[src/rtl/button_events.sv]
`default_nettype none
// =============================================================================
// Module   : button_events
// Purpose  : Debounces active-low buttons and queues press/release events in a
//            first-word-fall-through FIFO. Define BUTTON_EVENTS_AUTOREPEAT_EN
//            to add auto-repeat events while a button is held.
// Revision : 1.0 - initial release
// =============================================================================
module button_events #(
   parameter int BUTTONS         = 3,
   parameter int DEBOUNCE_CYCLES = 12000,
   parameter int FIFO_DEPTH      = 4,
   parameter int REPEAT_DELAY    = 6000000,
   parameter int REPEAT_PERIOD   = 1200000
) (
   input  logic               clk,
   input  logic               rst,
   input  logic [BUTTONS-1:0] btn_n,
   output logic [BUTTONS-1:0] level,
   output logic               evt_valid,
   output logic [7:0]         evt_data,
   input  logic               rd,
   output logic               overflow,
   input  logic               ovf_clr
);

   localparam int            CW       = (DEBOUNCE_CYCLES > 1) ? $clog2(DEBOUNCE_CYCLES) : 1;
   localparam int            AW       = $clog2(FIFO_DEPTH);
   localparam logic [CW-1:0] CNT_LAST = CW'(DEBOUNCE_CYCLES - 1);
   localparam logic [AW:0]   FULL_CNT = (AW+1)'(FIFO_DEPTH);

   logic [BUTTONS-1:0] sync1_q, sync2_q, sync;
   logic [BUTTONS-1:0] level_q, level_d;
   logic [CW-1:0]      cnt_q [BUTTONS];
   logic [CW-1:0]      cnt_d [BUTTONS];
   logic [BUTTONS-1:0] pend_q, pend_d, pdir_q, pdir_d;
   logic [BUTTONS-1:0] gnt;
   logic [3:0]         gnt_idx;
   logic               push, pop, full, accept, drop;
   logic [7:0]         push_data;
   logic [7:0]         mem_q [FIFO_DEPTH];
   logic [AW-1:0]      wptr_q, rptr_q;
   logic [AW:0]        count_q, count_d;
   logic               overflow_q, overflow_d;

`ifdef BUTTON_EVENTS_AUTOREPEAT_EN
   localparam int            RMAX         = (REPEAT_DELAY > REPEAT_PERIOD) ? REPEAT_DELAY : REPEAT_PERIOD;
   localparam int            RW           = (RMAX > 1) ? $clog2(RMAX) : 1;
   localparam logic [RW-1:0] RPT_DLY_LAST = RW'(REPEAT_DELAY - 1);
   localparam logic [RW-1:0] RPT_PER_LAST = RW'(REPEAT_PERIOD - 1);

   logic [RW-1:0]      rtmr_q [BUTTONS];
   logic [RW-1:0]      rtmr_d [BUTTONS];
   logic [BUTTONS-1:0] rfirst_q, rfirst_d;
   logic [BUTTONS-1:0] prep_q, prep_d;
`endif

   always_comb begin
      logic set, set_dir;
`ifdef BUTTON_EVENTS_AUTOREPEAT_EN
      logic set_rep;
`endif
      sync = ~sync2_q;

      // Descending scan so the lowest pending index wins.
      gnt     = '0;
      gnt_idx = '0;
      for (int i = BUTTONS - 1; i >= 0; i--) begin
         if (pend_q[i]) begin
            gnt     = '0;
            gnt[i]  = 1'b1;
            gnt_idx = 4'(i);
         end
      end

      push      = |pend_q;
`ifdef BUTTON_EVENTS_AUTOREPEAT_EN
      push_data = {|(pdir_q & gnt), |(prep_q & gnt), 2'b00, gnt_idx};
`else
      push_data = {|(pdir_q & gnt), 1'b0, 2'b00, gnt_idx};
`endif
      pop    = rd && (count_q != '0);
      full   = (count_q == FULL_CNT);
      accept = push && (!full || pop);
      drop   = push && !accept;

      level_d = level_q;
      pend_d  = pend_q;
      pdir_d  = pdir_q;
`ifdef BUTTON_EVENTS_AUTOREPEAT_EN
      prep_d   = prep_q;
      rfirst_d = rfirst_q;
`endif
      for (int i = 0; i < BUTTONS; i++) begin
         set     = 1'b0;
         set_dir = 1'b0;
         if (sync[i] == level_q[i]) begin
            cnt_d[i] = '0;
         end else if (cnt_q[i] == CNT_LAST) begin
            cnt_d[i]   = '0;
            level_d[i] = ~level_q[i];
            set        = 1'b1;
            set_dir    = ~level_q[i];
         end else begin
            cnt_d[i] = cnt_q[i] + CW'(1);
         end

`ifdef BUTTON_EVENTS_AUTOREPEAT_EN
         // A level toggle (press or release) restarts the timer and outranks a repeat.
         set_rep   = 1'b0;
         rtmr_d[i] = rtmr_q[i] + RW'(1);
         if (!level_q[i] || set) begin
            rtmr_d[i]   = '0;
            rfirst_d[i] = 1'b1;
         end else if (rtmr_q[i] == (rfirst_q[i] ? RPT_DLY_LAST : RPT_PER_LAST)) begin
            rtmr_d[i]   = '0;
            rfirst_d[i] = 1'b0;
            set         = 1'b1;
            set_dir     = 1'b1;
            set_rep     = 1'b1;
         end
`endif

         if (set) begin
            if (pend_q[i] && !gnt[i]) drop = 1'b1;
            pend_d[i] = 1'b1;
            pdir_d[i] = set_dir;
`ifdef BUTTON_EVENTS_AUTOREPEAT_EN
            prep_d[i] = set_rep;
`endif
         end else if (gnt[i]) begin
            pend_d[i] = 1'b0;
         end
      end

      count_d = count_q;
      if (accept && !pop)      count_d = count_q + (AW+1)'(1);
      else if (!accept && pop) count_d = count_q - (AW+1)'(1);

      overflow_d = (overflow_q && !ovf_clr) || drop;
   end

   always_ff @(posedge clk) begin
      if (rst) begin
         sync1_q    <= '1;
         sync2_q    <= '1;
         level_q    <= '0;
         pend_q     <= '0;
         pdir_q     <= '0;
         wptr_q     <= '0;
         rptr_q     <= '0;
         count_q    <= '0;
         overflow_q <= 1'b0;
         for (int i = 0; i < BUTTONS; i++) cnt_q[i] <= '0;
`ifdef BUTTON_EVENTS_AUTOREPEAT_EN
         prep_q   <= '0;
         rfirst_q <= '0;
         for (int i = 0; i < BUTTONS; i++) rtmr_q[i] <= '0;
`endif
      end else begin
         sync1_q    <= btn_n;
         sync2_q    <= sync1_q;
         level_q    <= level_d;
         pend_q     <= pend_d;
         pdir_q     <= pdir_d;
         count_q    <= count_d;
         overflow_q <= overflow_d;
         for (int i = 0; i < BUTTONS; i++) cnt_q[i] <= cnt_d[i];
         if (accept) wptr_q <= wptr_q + AW'(1);
         if (pop)    rptr_q <= rptr_q + AW'(1);
`ifdef BUTTON_EVENTS_AUTOREPEAT_EN
         prep_q   <= prep_d;
         rfirst_q <= rfirst_d;
         for (int i = 0; i < BUTTONS; i++) rtmr_q[i] <= rtmr_d[i];
`endif
      end
   end

   always_ff @(posedge clk) begin
      if (accept) mem_q[wptr_q] <= push_data;
   end

   assign level     = level_q;
   assign overflow  = overflow_q;
   assign evt_valid = (count_q != '0);
   assign evt_data  = mem_q[rptr_q];

endmodule
`default_nettype wire

[config.mk]
export PLATFORM = sky130hd
export DESIGN_NAME = button_events
export DESIGN_NICKNAME = d
export VERILOG_FILES = /design/src/rtl/button_events.sv
export SDC_FILE = /design/constraint.sdc
export NUM_CORES = 1
export LEC_CHECK = 0
export CAP_MARGIN = 15
export CORE_ASPECT_RATIO = 1.4
export CORE_UTILIZATION = 48
export CTS_BUF_LIST = sky130_fd_sc_hd__clkbuf_2 sky130_fd_sc_hd__clkbuf_4 sky130_fd_sc_hd__clkbuf_8
export DETAILED_ROUTE_END_ITERATION = 6
export PLACE_DENSITY = 0.66
export SLEW_MARGIN = 20
export SYNTH_ARGS = -nofsm -noshare
export SYNTH_HDL_FRONTEND = slang
export SYNTH_SLANG_ARGS = --single-unit
[constraint.sdc]
create_clock -name clk -period 4.3 [get_ports clk]
set_input_delay 1.075 -clock clk [delete_from_list [all_inputs] [get_ports clk]]
set_output_delay 1.075 -clock clk [all_outputs]
set_load 0.02 [all_outputs]
==> flow_summary_export.csv <==
group,metric,value,unit
worst_setup_path,cp-end-kind,"flip-flop",
timing,tns,0,ns
layout,n_antenna_cell,0,
timing,worstMarginPinSlew,0.886,ns
global_routing,grt_pass1_wl,9.22,mm
global_routing,antenna_found_initial,0,
worst_setup_path,required,4.56,ns
placement,placed_cells,432,
timing,finalSetupViolations,0,
global_routing,gr-total-overflow,0,
layout,area_growth,11.2,%
worst_setup_path,crit_slowest_cell,"clkdlybuf4s50_1",
pwr,power.leakage,0.00129,uW
layout,final_cell_mix,"dfxtp_1 (67), nor2_1 (60), xor2_1 (22)",
timing,max_freq,324,MHz
cts,ctsHoldBuffers,0,
worst_setup_path,worstSetupPathType,"input pin to flip-flop",
timing,slew_headroom,40.7,%
worst_setup_path,cp_max_fo,7,
timing,period_share,71.7,%
cts,clock-sinks,79,
cts,cts_setup_buffers,0,
cts,cts-buffers-inserted,9,
pwr,pwr_density_cell,394,nW/um^2
synthesis,synthDistinctLibCells,41,
drt,viasPerCell,5.04,
timing,rsz0062_at_grt,"no",
drt,post_drt_wl_per_cell,11.9,um
synthesis,netlist_area,3400,sq um
timing,hold_violations,0,
layout,mostFrequentLayoutCell,"dfxtp_1",
floorplanning,rows,35,
cts,clkTransAtPathRegs,0.08,ns
cts,ctsLongestPathBuffers,2,
cts,clockRootBuffer,"clkbuf_8",
layout,stdcell_count,448,
global_routing,grt_pass1_vias,2127,
pwr,ir_drop,0.215,mV
layout,layout.nets,367,
placement,io_buffers,14,
drt,drc,0,
global_routing,grt_max_degree,27,
run,max_cap_violations,0,
timing,period_needed,3.08,ns
cts,clk_latency,0.34,ns
drt,wirelength,5.32,mm
floorplanning,die_w,73.1,um
layout,final_core_util,56.4,%
worst_setup_path,slowest_delay,0.50,ns
floorplanning,coreArea,6700,sq um
placement,hpwl,3.84,mm
worst_setup_path,worstPathArrival,3.34,ns
global_routing,groute.usage.overall,16.2,%
drt,ant_nets,0,
placement,gp_congestion,0.737,
timing,hold_slack,0.413,ns
synthesis,yosys_warnings,0,
drt,vias,2257,
worst_setup_path,crit_path_start_kind,"input pin",
cts,cts.repair.resized,0,
synthesis,ys_seq_area_share,50.1,%
timing,finClkSkew,0.00975,ns
timing,final_max_slew_viol_count,0,
synthesis,syn_area_per_cell,10.1,sq um
status,outcome,"completed",
synthesis,synth_seq_cells,79,
floorplanning,fp.dieArea,7420,sq um
layout,drive_gt1_share,9.27,%
drt,drt_iter0_markers,122,
worst_setup_path,path_cells,"clkdlybuf4s50_1 -> nor4b_1 -> nor2b_1 -> ha_1 -> inv_1 -> fa_1 -> xor2_1 -> or3_1 -> a21oi_1",
cts,htreeDepth,3,
floorplanning,start_util,50.7,%
hold_path,hold_class,"flip-flop to flip-flop",
worst_setup_path,reg2reg_slack,1.92,ns
floorplanning,dieHeight,102,um
drt,drt_pre_antenna_iters,4,
cts,tritoncts,"yes",
floorplanning,ios,20,
synthesis,syn_inst,335,
final cells by class:
class	count	area, sq um
inverter	9	33.8
sequential	79	1700
fill	616	2920
multi-input combinational	238	1590
tap	92	115
timing repair buffer	14	140
clock inverter	5	56.3
clock buffer	11	145
per-layer routing:
metal	track usage, %	wire [um]	share of wire [%]
met5	0	0	0
met1	19.2	2410	45
met4	8.14	97	1.8
met3	3.58	97	1.8
met2	27.3	2720	51
sequential cells by signal, summed over array words and instances, names as in the netlist, 3 cells and up, named ones only:
signal / flops
cnt_q: 42
sync1_q: 3
pdir_q: 3
pend_q: 3
mem_q: 12
sync2_q: 3
level: 3
count_q: 3
report_power, final:
part | internal (uW) | total [uW] | switching [uW] | leakage (uW)
clock network | 290 | 548 | 258 | 0.0000993
logic | 74.6 | 149 | 74.0 | 0.000533
registers | 770 | 791 | 21.2 | 0.000659
synth_stat cells:
cell type,number,share of area (%)
dfxtp_1,67,39
nor2_1,60,6.6
xor2_1,22,5.7
xnor2_1,21,5.4
nand2_1,16,1.8
nand3_1,14,2.1
edfxtp_1,12,11
nand4_1,12,2.2
inv_1,9,0.99
ha_1,8,2.9
or2_2,8,1.5
buf_4,7,1.5
nor3_1,7,1.0
a21oi_1,6,0.88
and2_1,6,1.1
mux2i_1,5,1.5
nor4_1,5,0.92
and4_1,4,1.0
clkbuf_1,4,0.44
nor2b_1,4,0.74
a211oi_1,3,0.66
a21bo_2,3,0.88
and3_1,3,0.55
mux4_2,3,2.0
nor4_4,3,1.9
o21ai_0,3,0.44
or3_1,3,0.55
buf_6,2,0.66
or3b_1,2,0.52
or4b_1,2,0.59
a222oi_1,1,0.29
a22oi_1,1,0.22
and2_0,1,0.18
conb_1,1,0.11
fa_1,1,0.59
nand2b_1,1,0.18
nand4b_1,1,0.26
nor3b_1,1,0.22
nor4b_1,1,0.26
o21bai_1,1,0.22
o2bb2ai_1,1,0.26
path summary, 6_finish.rpt:
check                                  end        from  depth (start not counted)
worst max-delay path            count_q[2]          rd                          9
worst min-delay path            sync2_q[2]  sync1_q[2]                          1
worst max register to register  count_q[2]   pend_q[1]                          8
worst min register to register  sync2_q[2]  sync1_q[2]                          1
critical path, delay by kind of cell:
family	cells	cell delay, ns
AND/OR/NAND/NOR	3	0.76
XOR/XNOR	1	0.16
buffers and inverters	2	0.57
AO/OA/AOI/OAI	1	0.14
adder cells (fa/ha/maj)	2	0.64
cell families (layout without fill, tap and decap cells):
| logic type | Yosys count | after routing | share of synthesized area, % |
|---|---|---|---|
| other cells | 1 | 5 | 0.110 |
| xor+xnor | 43 | 43 | 11.1 |
| flops | 79 | 79 | 50.1 |
| mux | 8 | 8 | 3.46 |
| compound gates | 19 | 19 | 3.87 |
| simple gates | 154 | 154 | 24.2 |
| fa+ha+maj | 9 | 9 | 3.54 |
| buf+inv | 22 | 39 | 3.65 |
metrics by stage:
step	cell area [sq um]	total power [uW]	setup slack, ns
2_1_floorplan	3410	915	1.61
3_3_place_gp	3580	955	0.920
3_5_place_dp	3580	959	0.862
4_1_cts	3780	1510	1.22
5_1_grt	3780	1560	1.07
6_report	3780	1490	1.22
(Power assumes the default switching activity.)
